## src/rtl/uart_cmd_rcvr.sv

```systemverilog
// UART command receiver: 8N1 RX bytes paired (high first) into a 16-bit command, plus an 8-bit response transmitter.
// Optional feature: define CMD_BYTE_TIMEOUT_EN to drop a lone high byte after TIMEOUT_CLKS clocks in LOW.
//
//   state       | meaning
//   RX_IDLE     | waiting for a falling edge on synced RX
//   RX_RECV     | sampling start, 8 data, stop at mid-bit
//   BYTE_HIGH   | next valid byte is the command high byte
//   BYTE_LOW    | high byte held, next valid byte completes the command
//   TX_IDLE     | TX idle high, waiting for trmt
//   TX_XMIT     | shifting start, resp LSB first, stop
module uart_cmd_rcvr #(
  parameter int BAUD_CYCLES  = 2604,
  parameter int TIMEOUT_CLKS = 1000000
) (
  input  logic        clk,
  input  logic        rst_n,
  input  logic        RX,
  output logic        TX,
  output logic [15:0] cmd,
  output logic        cmd_rdy,
  input  logic        clr_cmd_rdy,
  input  logic [7:0]  resp,
  input  logic        trmt,
  output logic        tx_done,
  output logic        frm_err
);

  localparam int BW = $clog2(BAUD_CYCLES);
  localparam logic [BW-1:0] BAUD_LOAD = BW'(BAUD_CYCLES - 1);
  localparam logic [BW-1:0] HALF_LOAD = BW'(BAUD_CYCLES / 2 - 1);

  if (BAUD_CYCLES < 4 || TIMEOUT_CLKS < 1) begin : g_param_check
    $error("uart_cmd_rcvr: BAUD_CYCLES must be >= 4 and TIMEOUT_CLKS >= 1");
  end

  typedef enum logic {RX_IDLE, RX_RECV} rx_state_t;
  typedef enum logic {TX_IDLE, TX_XMIT} tx_state_t;
  typedef enum logic {BYTE_HIGH, BYTE_LOW} byte_state_t;

  rx_state_t   rx_state, rx_next;
  tx_state_t   tx_state, tx_next;
  byte_state_t byte_state, byte_next;

  // ---------------- RX path ----------------
  logic          rx_meta, rx_sync, rx_prev;
  logic [BW-1:0] rx_baud;
  logic [3:0]    rx_bit;
  logic [7:0]    rx_shift;
  logic          rx_rdy;
  logic          rx_tc, rx_fall;
  logic          rx_start, start_ok, byte_ok, byte_bad;

  always_ff @(posedge clk or negedge rst_n) begin
    if (!rst_n) begin
      rx_meta <= 1'b1;
      rx_sync <= 1'b1;
      rx_prev <= 1'b1;
    end else begin
      rx_meta <= RX;
      rx_sync <= rx_meta;
      rx_prev <= rx_sync;
    end
  end

  assign rx_fall = rx_prev & ~rx_sync;
  assign rx_tc   = (rx_baud == '0);

  always_comb begin
    rx_next  = rx_state;
    rx_start = 1'b0;
    start_ok = 1'b0;
    byte_ok  = 1'b0;
    byte_bad = 1'b0;
    case (rx_state)
      RX_IDLE: begin
        if (rx_fall) begin
          rx_start = 1'b1;
          rx_next  = RX_RECV;
        end
      end
      RX_RECV: begin
        if (rx_tc) begin
          if (rx_bit == 4'd0) begin
            if (rx_sync) rx_next = RX_IDLE;   // false start
            else         start_ok = 1'b1;
          end else if (rx_bit == 4'd9) begin
            rx_next  = RX_IDLE;
            byte_ok  = rx_sync;
            byte_bad = ~rx_sync;
          end
        end
      end
      default: rx_next = RX_IDLE;
    endcase
  end

  always_ff @(posedge clk or negedge rst_n) begin
    if (!rst_n) begin
      rx_state <= RX_IDLE;
      rx_baud  <= '0;
      rx_bit   <= '0;
      rx_shift <= '0;
      rx_rdy   <= 1'b0;
      frm_err  <= 1'b0;
    end else begin
      rx_state <= rx_next;
      rx_rdy   <= byte_ok;
      frm_err  <= byte_bad;
      if (rx_start) begin
        rx_baud <= HALF_LOAD;
        rx_bit  <= '0;
      end else if (rx_state == RX_RECV) begin
        if (rx_tc) begin
          rx_baud <= BAUD_LOAD;
          rx_bit  <= rx_bit + 4'd1;
          if (rx_bit >= 4'd1 && rx_bit <= 4'd8) rx_shift <= {rx_sync, rx_shift[7:1]};
        end else begin
          rx_baud <= rx_baud - 1'b1;
        end
      end
    end
  end

  // ---------------- byte pairing ----------------
  logic [7:0] high_byte;
  logic       latch_high, cmd_load, rdy_clr, to_tc;

`ifdef CMD_BYTE_TIMEOUT_EN
  localparam int TW = $clog2(TIMEOUT_CLKS + 1);
  logic [TW-1:0] to_cnt;

  assign to_tc = (to_cnt == '0);

  always_ff @(posedge clk or negedge rst_n) begin
    if (!rst_n)                                      to_cnt <= '0;
    else if (latch_high)                             to_cnt <= TW'(TIMEOUT_CLKS - 1);
    else if (byte_state == BYTE_LOW && !to_tc)       to_cnt <= to_cnt - 1'b1;
  end
`else
  assign to_tc = 1'b0;
`endif

  assign rdy_clr = clr_cmd_rdy | (start_ok & (byte_state == BYTE_HIGH));

  always_comb begin
    byte_next  = byte_state;
    latch_high = 1'b0;
    cmd_load   = 1'b0;
    case (byte_state)
      BYTE_HIGH: begin
        if (rx_rdy) begin
          latch_high = 1'b1;
          byte_next  = BYTE_LOW;
        end
      end
      BYTE_LOW: begin
        if (rx_rdy) begin
          cmd_load  = 1'b1;
          byte_next = BYTE_HIGH;
        end else if (to_tc) begin
          byte_next = BYTE_HIGH;
        end
      end
      default: byte_next = BYTE_HIGH;
    endcase
  end

  always_ff @(posedge clk or negedge rst_n) begin
    if (!rst_n) begin
      byte_state <= BYTE_HIGH;
      high_byte  <= '0;
      cmd        <= '0;
      cmd_rdy    <= 1'b0;
    end else begin
      byte_state <= byte_next;
      if (latch_high) high_byte <= rx_shift;
      if (cmd_load)   cmd       <= {high_byte, rx_shift};
      // set beats a simultaneous clear
      if (cmd_load)     cmd_rdy <= 1'b1;
      else if (rdy_clr) cmd_rdy <= 1'b0;
    end
  end

  // ---------------- TX path ----------------
  logic [BW-1:0] tx_baud;
  logic [8:0]    tx_shift;
  logic [3:0]    tx_left;
  logic          tx_tc, tx_load, tx_shift_en, tx_end;

  assign tx_tc = (tx_baud == '0);

  always_comb begin
    tx_next     = tx_state;
    tx_load     = 1'b0;
    tx_shift_en = 1'b0;
    tx_end      = 1'b0;
    case (tx_state)
      TX_IDLE: begin
        if (trmt) begin
          tx_load = 1'b1;
          tx_next = TX_XMIT;
        end
      end
      TX_XMIT: begin
        if (tx_tc) begin
          if (tx_left == 4'd0) begin
            tx_end  = 1'b1;
            tx_next = TX_IDLE;
          end else begin
            tx_shift_en = 1'b1;
          end
        end
      end
      default: tx_next = TX_IDLE;
    endcase
  end

  always_ff @(posedge clk or negedge rst_n) begin
    if (!rst_n) begin
      tx_state <= TX_IDLE;
      tx_baud  <= '0;
      tx_shift <= '1;
      tx_left  <= '0;
      TX       <= 1'b1;
      tx_done  <= 1'b0;
    end else begin
      tx_state <= tx_next;
      if (tx_load) begin
        TX       <= 1'b0;
        tx_shift <= {1'b1, resp};
        tx_left  <= 4'd9;
        tx_baud  <= BAUD_LOAD;
        tx_done  <= 1'b0;
      end else if (tx_shift_en) begin
        TX       <= tx_shift[0];
        tx_shift <= {1'b1, tx_shift[8:1]};
        tx_left  <= tx_left - 4'd1;
        tx_baud  <= BAUD_LOAD;
      end else if (tx_end) begin
        TX      <= 1'b1;
        tx_done <= 1'b1;
      end else if (tx_state == TX_XMIT) begin
        tx_baud <= tx_baud - 1'b1;
      end
    end
  end

endmodule

```

## config.mk

```make
export PLATFORM = sky130hd
export DESIGN_NAME = uart_cmd_rcvr
export DESIGN_NICKNAME = d
export VERILOG_FILES = /design/src/rtl/uart_cmd_rcvr.sv
export SDC_FILE = /design/constraint.sdc
export NUM_CORES = 1
export LEC_CHECK = 0
export ABC_AREA = 1
export CORE_MARGIN = 10
export CORE_UTILIZATION = 55
export DETAILED_ROUTE_END_ITERATION = 8
export HOLD_SLACK_MARGIN = 0.05
export PLACE_DENSITY = 0.76
export REMOVE_ABC_BUFFERS = 1
export SYNTH_ARGS = -nofsm -noshare
export SYNTH_HDL_FRONTEND = slang
export SYNTH_SLANG_ARGS = --single-unit
```

## constraint.sdc

```tcl
create_clock -name clk -period 1.67 [get_ports clk]
set_input_delay 0.501 -clock clk [delete_from_list [all_inputs] [get_ports clk]]
set_output_delay 0.501 -clock clk [all_outputs]
set_load 0.02 [all_outputs]
```

==> impl_metrics.env, run 1 <==
export IMPL_dp_hpwl_mm=6.48
export IMPL_critPathTopFamily="simple AND/OR/NAND/NOR gates"
export IMPL_critPathArrivalTime_ns=1.94
export IMPL_ys_seq_elements=83
export IMPL_setup_viol=0
export IMPL_core_mm2=0.00725
export IMPL_start_util_pct=56.7
export IMPL_track_usage_pct=16.2
export IMPL_worst_slack_ns=0.0271
export IMPL_slew_violations=0
export IMPL_yosys_cell_types_count=35
export IMPL_place_congestion=0.899
export IMPL_r2r_cells=7
export IMPL_end_kind="register"
export IMPL_powerDensity_mw_per_mm2=1250
export IMPL_crit_type="reg -> reg"
export IMPL_grt_start_max_net_pins=36
export IMPL_layout_drive_gt1_share_pct=15.9
export IMPL_cpPeakStageDelay_ns=0.45
export IMPL_switchingPower_mw=2.26
export IMPL_rr_startpoint="tx_baud[2]"
export IMPL_switching_share_pct=35.9
export IMPL_dr_pass1_iters=4
export IMPL_cts_sinks=83
export IMPL_async_flop_share_pct=100
export IMPL_port_buffers=32
export IMPL_layout_commonest_cell="nand2_1"
export IMPL_fmax_mhz=609
export IMPL_p_leak_nw=2.54
export IMPL_cts_max_path_buffers=2
export IMPL_maxCapViolations=0
export IMPL_ios=33
export IMPL_p_int_mw=4.03
export IMPL_r2r_slack_ns=0.03
export IMPL_clk_latency_ns=0.36
export IMPL_viasPerCell=5.14
export IMPL_pre_cts_ws_ns=-0.0743
export IMPL_drtIter0Drc=150
export IMPL_root_buffer="clkbuf_8"
export IMPL_finalCritPeriodShare_pct=98.4
export IMPL_finClkSkew_ns=0.0124
export IMPL_crit_path_frequent_cell="buf_4"
export IMPL_die_area_mm2=0.0113
export IMPL_syn_to_final_growth_pct=22.1
export IMPL_wl_mm=8.92
export IMPL_synthCells=499
export IMPL_drc=0
export IMPL_cts_hold_buffers=0
export IMPL_routed_via_count=3422
export IMPL_cts_clk_slew_worst_paths_ns=0.09
export IMPL_final_hold_viol_count=0
export IMPL_power_frac_seq_pct=43.7
export IMPL_cp_max_fo=5
export IMPL_synth_ff_type="dfrtp_1"
export IMPL_syn_area_per_cell_um2=8.24
export IMPL_critPathSlowestCell="dfrtp_2"
export IMPL_fp_row_count=31
export IMPL_antenna_found_initial=0
export IMPL_worst_path_buf_inv=2
export IMPL_path_cells="nor2_4 > buf_4 > nand2_1 > nor2_1 > nand4_1 > buf_4 > o21a_1"
export IMPL_period_minus_slack_ns=1.64
export IMPL_most_common_layout_cells="131 x nand2_1, 70 x dfrtp_1, 64 x inv_1, 50 x nand3_1, 39 x o21ai_0"
export IMPL_overflow=0
export IMPL_yosysSeqAreaShare_pct=50.9
export IMPL_hp_class="in -> async"
export IMPL_syn_area_mm2=0.00411
export IMPL_ir_drop_mv=1.12
export IMPL_nNetsFinal=586
export IMPL_grt_pass1_wl_mm=15.4
export IMPL_grt_pass1_vias=3411
export IMPL_r2r_end="TX"
export IMPL_worst_ep_required_time_ns=1.96
export IMPL_wl_per_cell_um=13.4
export IMPL_relSlewSlack_pct=63.7
export IMPL_cts_tree="yes"
export IMPL_h_tree_depth=3
export IMPL_cts_buffers=9
export IMPL_status="finished, final reports clean"
export IMPL_power_share_clock_pct=26.4
export IMPL_yosys_warnings=0
export IMPL_detail_route_antenna_nets=0
export IMPL_worst_slew_pin_slew_ns=0.544
export IMPL_synth_edf_count=0
export IMPL_fp_dieW_um=106
export IMPL_tns_ns=0
export IMPL_power_frac_comb_pct=30.0
export IMPL_die_y_um=106
export IMPL_start_kind="register"
export IMPL_diodes=0
-- worst max-delay path by stage --
stage / from / slack, ns / cells past startpoint / to
CTS: tx_baud[1] / 0.01 / 10 / tx_baud[10]
detailed placement: trmt / -0.07 / 9 / tx_shift[6]
global route: tx_baud[2] / -0.03 / 7 / tx_left[0]
global placement: trmt / -0.03 / 9 / tx_shift[6]
floorplan: trmt / 0.05 / 7 / tx_baud[8]
finish: tx_baud[2] / 0.03 / 7 / TX
-- Yosys cell counts (3+ instances only) --
library cell / instances / share of area (%)
a21oi_1: 7 / 0.85
nor3_1: 4 / 0.49
nor2_4: 3 / 0.82
o21ai_0: 39 / 4.7
dfstp_2: 12 / 7.7
ha_1: 11 / 3.3
dfrtp_1: 71 / 43
o22ai_1: 4 / 0.61
nand4_1: 7 / 1.1
nor2_1: 40 / 3.7
clkbuf_1: 4 / 0.36
nand3_1: 51 / 6.2
inv_2: 3 / 0.27
nand2_1: 131 / 12
o21ai_1: 6 / 0.73
nor2_2: 5 / 0.76
o211ai_1: 3 / 0.55
xor2_1: 9 / 1.9
inv_1: 66 / 6.0
-- power by group through the flow --
stage	clock, mW	combinational, mW	sequential, mW
after global routing	1.78	2.16	2.79
after global placement	0	1.73	2.76
after CTS	1.69	1.83	2.74
after floorplan	0	1.27	2.71
final	1.66	1.89	2.75
after detailed placement	0	1.82	2.76
-- worst reg2reg max path, cell delays in order (launching register included) --
cell and delay [ns]:
dfrtp_2 0.45, nor2_4 0.18, buf_4 0.15, nand2_1 0.05, nor2_1 0.17, nand4_1 0.23
buf_4 0.20, o21a_1 0.16
-- cell type report --
cell class | instances | area [um2]
multi-input cells | 337 | 1760
well taps | 99 | 124
clock inverters | 7 | 105
repair buffers | 60 | 549
inverters | 71 | 272
flip-flops and latches | 83 | 2090
fillers | 578 | 2230
clock buffers | 9 | 124
-- cells by family after synthesis --
kind of cell               share of synthesized area [%]
AOI/OAI and AO/OA                                   8.03
xor gates and xnor gates                            2.34
adders and majority gates                           3.35
buffers and inverters                               7.67
DFF                                                 50.9
and+or+nand+nor                                     27.7
-- what timing repair did --
action                     CTS  global route
setup buffers                0             3
gates resized for setup     22            17
setup endpoints to repair   20            28
pin swaps                    0             2
-- registers in the layout (all words and copies together) (netlist names), 4 cells and up --
signal and count:
tx_baud 12, tx_shift 8, rx_shift 8, rx_baud 12, high_byte 8, tx_left 4, rx_bit 4, cmd 16
-- metrics by stage --
step / hold WS (ns) / power [mW] / cells / util, % / instance area, um2
after global routing: 0.0710 / 6.73 / 666 / 69.2 / 5020
after global placement: 0.350 / 4.49 / 647 / 65.4 / 4750
after floorplan: 0.205 / 3.98 / 491 / - / 4070
after detailed placement: 0.347 / 4.58 / 647 / 65.4 / 4750
after CTS: 0.0627 / 6.25 / 663 / 68.3 / 4950
final: 0.0587 / 6.29 / 666 / 69.2 / 5020
-- metal layers --
| layer | vias up | global-route usage (%) | share of wire [%] |
|---|---|---|---|
| met2 | 69 | 27.6 | 50 |
| li1 | 1723 | - | - |
| met3 | 11 | 4.47 | 4.6 |
| met1 | 1619 | 19.6 | 44 |
| met4 | 0 | 5.22 | 1.4 |
| met5 | - | 0 | 0 |
(Power assumes the default switching activity.)
==> run 2, diff against run 1 <==
Settings changed: PLACE_DENSITY 0.76 to 0.77.
==> impl_metrics.env, run 2 (same netlist as run 1, synthesis figures left out) <==
export IMPL_end_kind="output port"
export IMPL_nFillCells=592
export IMPL_start_kind="register"
export IMPL_grt_start_max_net_pins=40
export IMPL_worst_path_buf_inv=1
export IMPL_place_congestion=0.901
export IMPL_worst_ep_required_time_ns=1.17
export IMPL_critPathSlowestCell="dfrtp_1"
export IMPL_overflow=0
export IMPL_h_tree_depth=3
export IMPL_cp_max_fo=2
export IMPL_start_util_pct=56.7
export IMPL_status="finished, final reports clean"
export IMPL_setup_viol=0
export IMPL_power_mw=5.96
export IMPL_crit_type="reg -> out"
export IMPL_worst_slack_ns=0.0614
export IMPL_track_usage_pct=16.7
export IMPL_syn_to_final_growth_pct=22.1
export IMPL_largest_register="cmd"
export IMPL_finClkSkew_ns=0.0216
export IMPL_most_common_layout_cells="131 x nand2_1, 71 x dfrtp_1, 64 x inv_1, 51 x nand3_1, 39 x o21ai_0"
export IMPL_powerDensity_mw_per_mm2=1190
export IMPL_critPathTopFamily="flip-flops"
export IMPL_grt_pass1_vias=3403
export IMPL_worst_slew_pin_slew_ns=0.503
export IMPL_wl_mm=9.11
export IMPL_cts_sinks=83
export IMPL_clk_latency_ns=0.37
export IMPL_diodes=0
export IMPL_period_minus_slack_ns=1.61
export IMPL_path_cells="dlygate4sd2_1"
export IMPL_port_buffers=32
export IMPL_dp_hpwl_mm=6.75
export IMPL_hp_class="reg -> reg"
export IMPL_root_buffer="clkbuf_8"
export IMPL_drtIter0Drc=137
export IMPL_final_hold_viol_count=0
export IMPL_relSlewSlack_pct=66.5
export IMPL_die_area_mm2=0.0113
export IMPL_fin_util_pct=69.2
export IMPL_cts_max_path_buffers=2
export IMPL_detail_route_antenna_nets=0
export IMPL_nNetsFinal=596
export IMPL_dr_pass1_iters=5
export IMPL_maxCapViolations=0
export IMPL_die_y_um=106
export IMPL_cpPeakStageDelay_ns=0.41
export IMPL_pre_cts_ws_ns=-0.0786
export IMPL_wl_per_cell_um=13.5
export IMPL_place_area_mm2=0.00477
export IMPL_largest_register_ffs=16
export IMPL_finalCritPeriodShare_pct=96.3
export IMPL_cts_clk_slew_worst_paths_ns=0.08
export IMPL_antenna_found_initial=0
export IMPL_p_leak_nw=2.56
export IMPL_layout_commonest_cell="nand2_1"
export IMPL_fmax_mhz=622
export IMPL_fp_dieW_um=106
export IMPL_top_regs="cmd x16, rx_baud x12, tx_baud x12"
export IMPL_fp_row_count=31
export IMPL_critPathArrivalTime_ns=1.11
export IMPL_cts_buffers=9
export IMPL_routed_via_count=3549
export IMPL_core_mm2=0.00725
export IMPL_slew_violations=0
export IMPL_ir_drop_mv=0.952
export IMPL_cts_tree="yes"
export IMPL_fin_area_mm2=0.00502
export IMPL_grt_pass1_wl_mm=15.6
export IMPL_drc=0
export IMPL_ios=33
export IMPL_viasPerCell=5.25
export IMPL_layout_drive_gt1_share_pct=16.3
## run 2: cell count changes in the layout (fill, tap and decap cells not counted), sizes merged
cell	change
clkinvlp	+1
bufinv	-2
clkbuf	+1
buf	+9
dlygate4sd3	+1
clkinv	+2
inv	-2
## run 2: per-stage QoR
stage | cells | setup TNS, ns | hold WS, ns
final | 676 | 0 | 0.361
after global routing | 676 | -0.00367 | 0.366
after CTS | 669 | 0 | 0.365
after detailed placement | 652 | -0.861 | 0.354
after global placement | 652 | -0.224 | 0.350
after floorplan | 491 | 0 | 0.205
## run 2: power by group
group / total [mW] / switching (mW) / internal (mW)
Sequential: 2.75 / 0.355 / 2.39
Combinational: 1.90 / 1.12 / 0.778
Clock: 1.32 / 0.762 / 0.555
## run 2: per-layer routing
metal,up-vias,GRT usage [%],routed length (um)
met3,9,2.84,377
met2,91,28.0,4690
met5,-,0,0
met4,0,7.45,133
li1,1746,-,-
met1,1703,20.5,3920
## run 2: cell type report
class	instances	area [um2]	share of cell area, %
flip-flops and latches	83	2090	41.7
multi-input cells	337	1740	34.7
repair buffers	70	618	12.3
inverters	71	269	5.36
clock buffers	10	128	2.54
well taps	99	124	2.47
clock inverters	6	48.8	0.972
## run 2: what timing repair did
| item | in CTS | in global routing |
|---|---|---|
| endpoints found under the setup margin | 20 | 21 |
| pin swaps | 0 | 3 |
| endpoints found under the hold margin | 17 | 0 |
| buffers inserted | 0 | 7 |
| gates resized for setup | 22 | 13 |
| hold buffers | 1 | 0 |
## run 2: path summary, 6_finish.rpt
path | start | end | slack, ns | cells past startpoint
worst min register to register | rx_meta | rx_sync | 0.36 | 0
max in group asynchronous | rst_n | tx_shift[1] | 0.49 | 3
worst max register to register | tx_left[0] | tx_baud[1] | 0.11 | 9
min in group asynchronous | rst_n | tx_baud[7] | 0.57 | 2
worst max-delay path | cmd[9] | cmd[9] | 0.06 | 1
worst min-delay path | rx_meta | rx_sync | 0.36 | 0
==> run 3, diff against run 2 <==
Settings changed: PLACE_DENSITY 0.77 to 0.76.
==> results of run 3 <==
The final DEF is identical to that of run 1; final timing and power are the same.
==> edit 1: new RTL, flow settings as in run 1 <==
Build with the macro `CMD_BYTE_TIMEOUT_EN` defined.
--- a/src/rtl/uart_cmd_rcvr.sv
+++ b/src/rtl/uart_cmd_rcvr.sv
@@ -8,6 +8,8 @@
 //   BYTE_LOW    | high byte held, next valid byte completes the command
 //   TX_IDLE     | TX idle high, waiting for trmt
 //   TX_XMIT     | shifting start, resp LSB first, stop
+`define CMD_BYTE_TIMEOUT_EN
+
 module uart_cmd_rcvr #(
   parameter int BAUD_CYCLES  = 2604,
   parameter int TIMEOUT_CLKS = 1000000
Check against the original RTL: no difference found for any inputs over 10 cycles, from zero or initial values and one cycle with rst_n low; that may be too few to reach the edited logic, so the function may still have changed.
==> edit 1 against run 1 <==
  * Die area is 27% higher
  * Setup slack better by 22 ps
  * Sequential share of layout area is 3.0 points lower
  * Synthesized area is 34% higher
  * Sequential cell count is 20 higher
  * Cell count is 33% higher
  * Synthesized cell count is 34% higher
  * Largest cell class unchanged
  * Via count is 36% higher
  * Final area is 34% higher
  * Wire length is 35% higher
  * Count of clock-buffer cells in the layout stayed put
  * Power is 7.6% higher
  * Global-route usage is 0.37 points higher
  * Critical path type is now reg -> out
==> edit 1: results (changes against run 1) <==
The flow ran to the end, and the final reports show no timing, DRC or antenna violations. Share of layout cells above drive strength 1: 22.4% (was 15.9%). The cell-internal power was 4.25 mW (was 4.03 mW); the non-clock buffer total of the final layout was 87 (was 60).

The run gives 0.643 mV (was 1.12 mV) as the peak supply drop. The tools report the launch point of the worst reg-to-reg path as tx_baud[1]$_DFFE_PN0P_ (was tx_baud[2]$_DFFE_PN0P_). The final-layout worst hold slack came out at 379 ps (was 58.7 ps).

Registers with the most flip-flops: to_cnt x20, cmd x16 (was cmd x16, rx_baud x12, tx_baud x12). Count of mapped cells out of synthesis: 669 (was 499). The share of the final layout cell area in multi-input gates is 38.4% (was 35.0%). The run gives 20300 µm (was 15400 µm) as the wire length of the first global-routing pass.

The count of non-CTS inverters in the layout works out to 88 (was 71). The clock slew seen by the registers of the worst setup and hold paths was 120 ps (was 90 ps); the number of iterations in the first detailed-routing pass was 5 (was 4). The termination of the worst setup path is cmd[14] (was TX$_DFFE_PN1P_). The placed standard-cell area is 6230 µm² (was 4750 µm²), and the total wire length is 12000 µm (was 8920 µm). The tools report the global-route met1 utilization as 20.5% (was 19.6%). The critical path's largest stage delay was 410 ps (was 450 ps); the area share of buffers outside the clock network was 12.2% (was 10.9%). The total met2 wirelength after detailed routing came out at 6180 µm (was 4470 µm). The number of instances in the placed design was 857 (was 647).

The tools report the clock skew after layout as 17.9 ps (was 12.4 ps). The run gives 380 ps (was 360 ps) as the clock latency at the later pin of the worst-skew pair. The tools report the met3 usage in global routing as 3.52% (was 4.47%). The logic depth of the worst register-to-register path is 11 (was 7), and the sequential fraction of the synthesis area is 47.1% (was 50.9%). The cell with the largest stage delay on the worst path was sky130_fd_sc_hd__dfrtp_1 (was sky130_fd_sc_hd__dfrtp_2). Final RePlAce weighted congestion: 0.894 (was 0.899). The kind of cell with the highest combined delay on the critical path is flip-flops (was simple AND/OR/NAND/NOR gates). The tools report the quantity of hold-fixing buffers added after cts as 1 (was 0). The run gives 16.6% (was 16.2%) as the overall global routing resource usage.

For the multi-input combinational cell count, the log shows 462 (was 337). The tools report the relative slew slack as 67.1% (was 63.7%). Leading cell types by total area after synthesis: sky130_fd_sc_hd__dfrtp_1, sky130_fd_sc_hd__nand2_1, sky130_fd_sc_hd__dfstp_2 (unchanged). End of the worst register-to-register path: tx_baud[9]$_DFFE_PN0P_ (was TX$_DFFE_PN1P_).
[edit 1: cell count changes after synthesis, moves of 8 or more]
cell,run 1,this run
sky130_fd_sc_hd__o21ai_2,0,9
sky130_fd_sc_hd__nand4_1,7,15
sky130_fd_sc_hd__mux2_2,0,8
sky130_fd_sc_hd__nand2_2,2,12
sky130_fd_sc_hd__nor2_1,40,62
sky130_fd_sc_hd__nand2_1,131,171
sky130_fd_sc_hd__inv_1,66,79
sky130_fd_sc_hd__o21ai_0,39,47
sky130_fd_sc_hd__dfrtp_1,71,91
[edit 1: power by group through the flow]
stage | registers [mW] | clock network [mW] | logic (mW)
global route | 3.23 | 1.81 | 2.15
floorplan | 3.15 | 0 | 1.29
global placement | 3.20 | 0 | 1.63
CTS | 3.17 | 1.72 | 1.70
detailed placement | 3.21 | 0 | 1.70
finish | 3.19 | 1.68 | 1.89
==> edit 2: new RTL, config.mk and constraints of run 1 <==
Made on the original files. The output `frm_err` loses its register stage (`frm_err` becomes a continuous assignment).
--- a/src/rtl/uart_cmd_rcvr.sv
+++ b/src/rtl/uart_cmd_rcvr.sv
@@ -101,11 +101,9 @@
       rx_bit   <= '0;
       rx_shift <= '0;
       rx_rdy   <= 1'b0;
-      frm_err  <= 1'b0;
     end else begin
       rx_state <= rx_next;
       rx_rdy   <= byte_ok;
-      frm_err  <= byte_bad;
       if (rx_start) begin
         rx_baud <= HALF_LOAD;
         rx_bit  <= '0;
@@ -120,6 +118,8 @@
       end
     end
   end
+
+  assign frm_err = byte_bad;
 
   // ---------------- byte pairing ----------------
   logic [7:0] high_byte;
Behaviour: no difference found for any inputs over 10 cycles, from zero or initial values and one cycle with rst_n low; that may be too few to reach the edited logic, so the function may still have changed.
==> edit 2 against run 1 <==
  * The flow now finishes with violations (negative setup slack)
  * Sequential cell count is 1 lower
  * Clock skew increased by 2.2 ps
  * Wire length rose by 4.7%
  * Power decreased by 1.1%
  * Setup slack worse by 520 ps
  * Synthesized area is 0.61% lower
  * Register-to-register slack better by 40 ps
  * Non-clock buffer count is 25 higher
  * Final area up 1.8%
  * Sequential power is 3% lower
  * Cell count rose by 3.6%
  * Synthesized cell count is 0.20% lower
  * Global-route usage grew 1.1 points
  * Critical path type is now reg -> out
==> edit 2: results (changes against run 1) <==
The flow ran to the end, but the final reports show violations. The checks that failed: negative setup slack. The post-placement worst setup slack was -688 ps (was -74.3 ps).

Commonest cells post-synth: sky130_fd_sc_hd__nand2_1, sky130_fd_sc_hd__dfrtp_1, sky130_fd_sc_hd__inv_1 (unchanged). The largest net degree at the start of global routing was 39 (was 36). Count of mapped cells out of synthesis: 498 (was 499).

The final sum of negative setup slack was -497 ps (was 0 ps). Cell with the largest stage delay on the worst path: sky130_fd_sc_hd__dfrtp_1 (was sky130_fd_sc_hd__dfrtp_2). The wire length of the first global-routing pass was 16300 µm (was 15400 µm). The clock slew seen by the registers of the worst setup and hold paths is 90 ps (about the same), and the number of instances in the placed design is 670 (was 647). The share of layout cells above drive strength 1 is 19.5% (was 15.9%). Transition time at the pin with the least slew margin: 489 ps (was 544 ps). Launch point of the worst reg-to-reg path: rx_bit[0]$_DFFE_PN0P_ (was tx_baud[2]$_DFFE_PN0P_).

The tools report the static leakage as 2.63 nW (was 2.54 nW). The tools report the final layout net count as 610 (was 586). The logs give 3523 (was 3422) for the total number of vias and 17.4% (was 16.2%) for the overall global routing resource usage. The critical path's largest stage delay was 400 ps (was 450 ps); the clock skew after layout was 14.6 ps (was 12.4 ps). The final RePlAce weighted congestion was 0.882 (was 0.899).

The yosys synthesis warning count was 0 (unchanged); the final setup slack of the worst path was -497 ps (was 27.1 ps). Peak supply drop: 0.845 mV (was 1.12 mV). The logs give 3649 (was 3411) for the number of global-route vias before repair and 1 (was 0) for the final number of setup-violating endpoints. Leading cell types by total area after synthesis: sky130_fd_sc_hd__dfrtp_1, sky130_fd_sc_hd__nand2_1, sky130_fd_sc_hd__dfstp_2 (unchanged). The critical path launch point was rx_baud[1]$_DFFE_PN0P_ (was tx_baud[2]$_DFFE_PN0P_). The critical-path maximum fanout was 2 (was 5); the detailed placer's ending HPWL was 6970 µm (was 6480 µm). The endpoint arrival time on the critical path is 1670 ps (was 1940 ps), and the average detailed-routed wire length per instance is 13.5 µm (was 13.4 µm). The sequential fraction of the synthesis area was 50.6% (was 50.9%).

The number of standard cells in the final layout excluding fillers is 690 (was 666). The logic depth of the worst register-to-register path came out at 10 (was 7). The number of design-rule violations left by the first detailed-router iteration came out at 137 (was 150).
==> edit 2: cell count changes after synthesis <==
cell,before,now
sky130_fd_sc_hd__dfrtp_1,71,70
==> edit 2: cell families after synthesis <==
kind of cell               share of synthesized area (%)
and+or+nand+nor                                     27.9
DFF                                                 50.6
buffers and inverters                               7.71
AOI/OAI and AO/OA                                   8.08
xor gates and xnor gates                            2.36
adders and majority gates                           3.37
==> edit 2: path summary, 6_finish.rpt <==
check                                    endpoint  slack [ps]
max reg2reg                   cmd_rdy$_DFFE_PN0P_          70
max in group asynchronous       rx_prev$_DFF_PN1_         530
min                             rx_sync$_DFF_PN1_         370
max                                       frm_err        -500
min in group asynchronous  tx_baud[5]$_DFFE_PN0P_         580
min reg2reg                     rx_sync$_DFF_PN1_         370
==> edit 2: timing repair <==
item / 4_1_cts / 5_1_grt
resized for setup: 29 / 14
hold buffers: 1 / 0
setup endpoints to repair: 20 / 28
setup buffers: 0 / 3
hold endpoints to repair: 10 / 0
pin swaps: 0 / 4
==> edit 2: layout make-up <==
cell class	count	area [µm²]
Clock inverter	7	50.0
Inverter	71	272
Sequential cell	82	2070
Timing Repair Buffer	85	742
Fill cell	602	2140
Multi-Input combinational cell	337	1740
Tap cell	99	124
Clock buffer	9	124
==> edit 2: power groups by stage <==
stage / clock network [mW] / registers (mW) / logic, mW
after global placement: 0 / 2.66 / 2.10
after CTS: 1.34 / 2.65 / 2.21
after floorplan: 0 / 2.68 / 1.27
final: 1.30 / 2.66 / 2.26
after global routing: 1.41 / 2.71 / 2.57
after detailed placement: 0 / 2.69 / 2.19
==> edit 2: metal layers <==
layer	global-route usage [%]	up-vias	wire [µm]
met5	0	-	0
met4	6.58	0	213
met3	4.23	18	360
met2	30.9	70	4780
met1	19.6	1669	3990
li1	-	1766	-
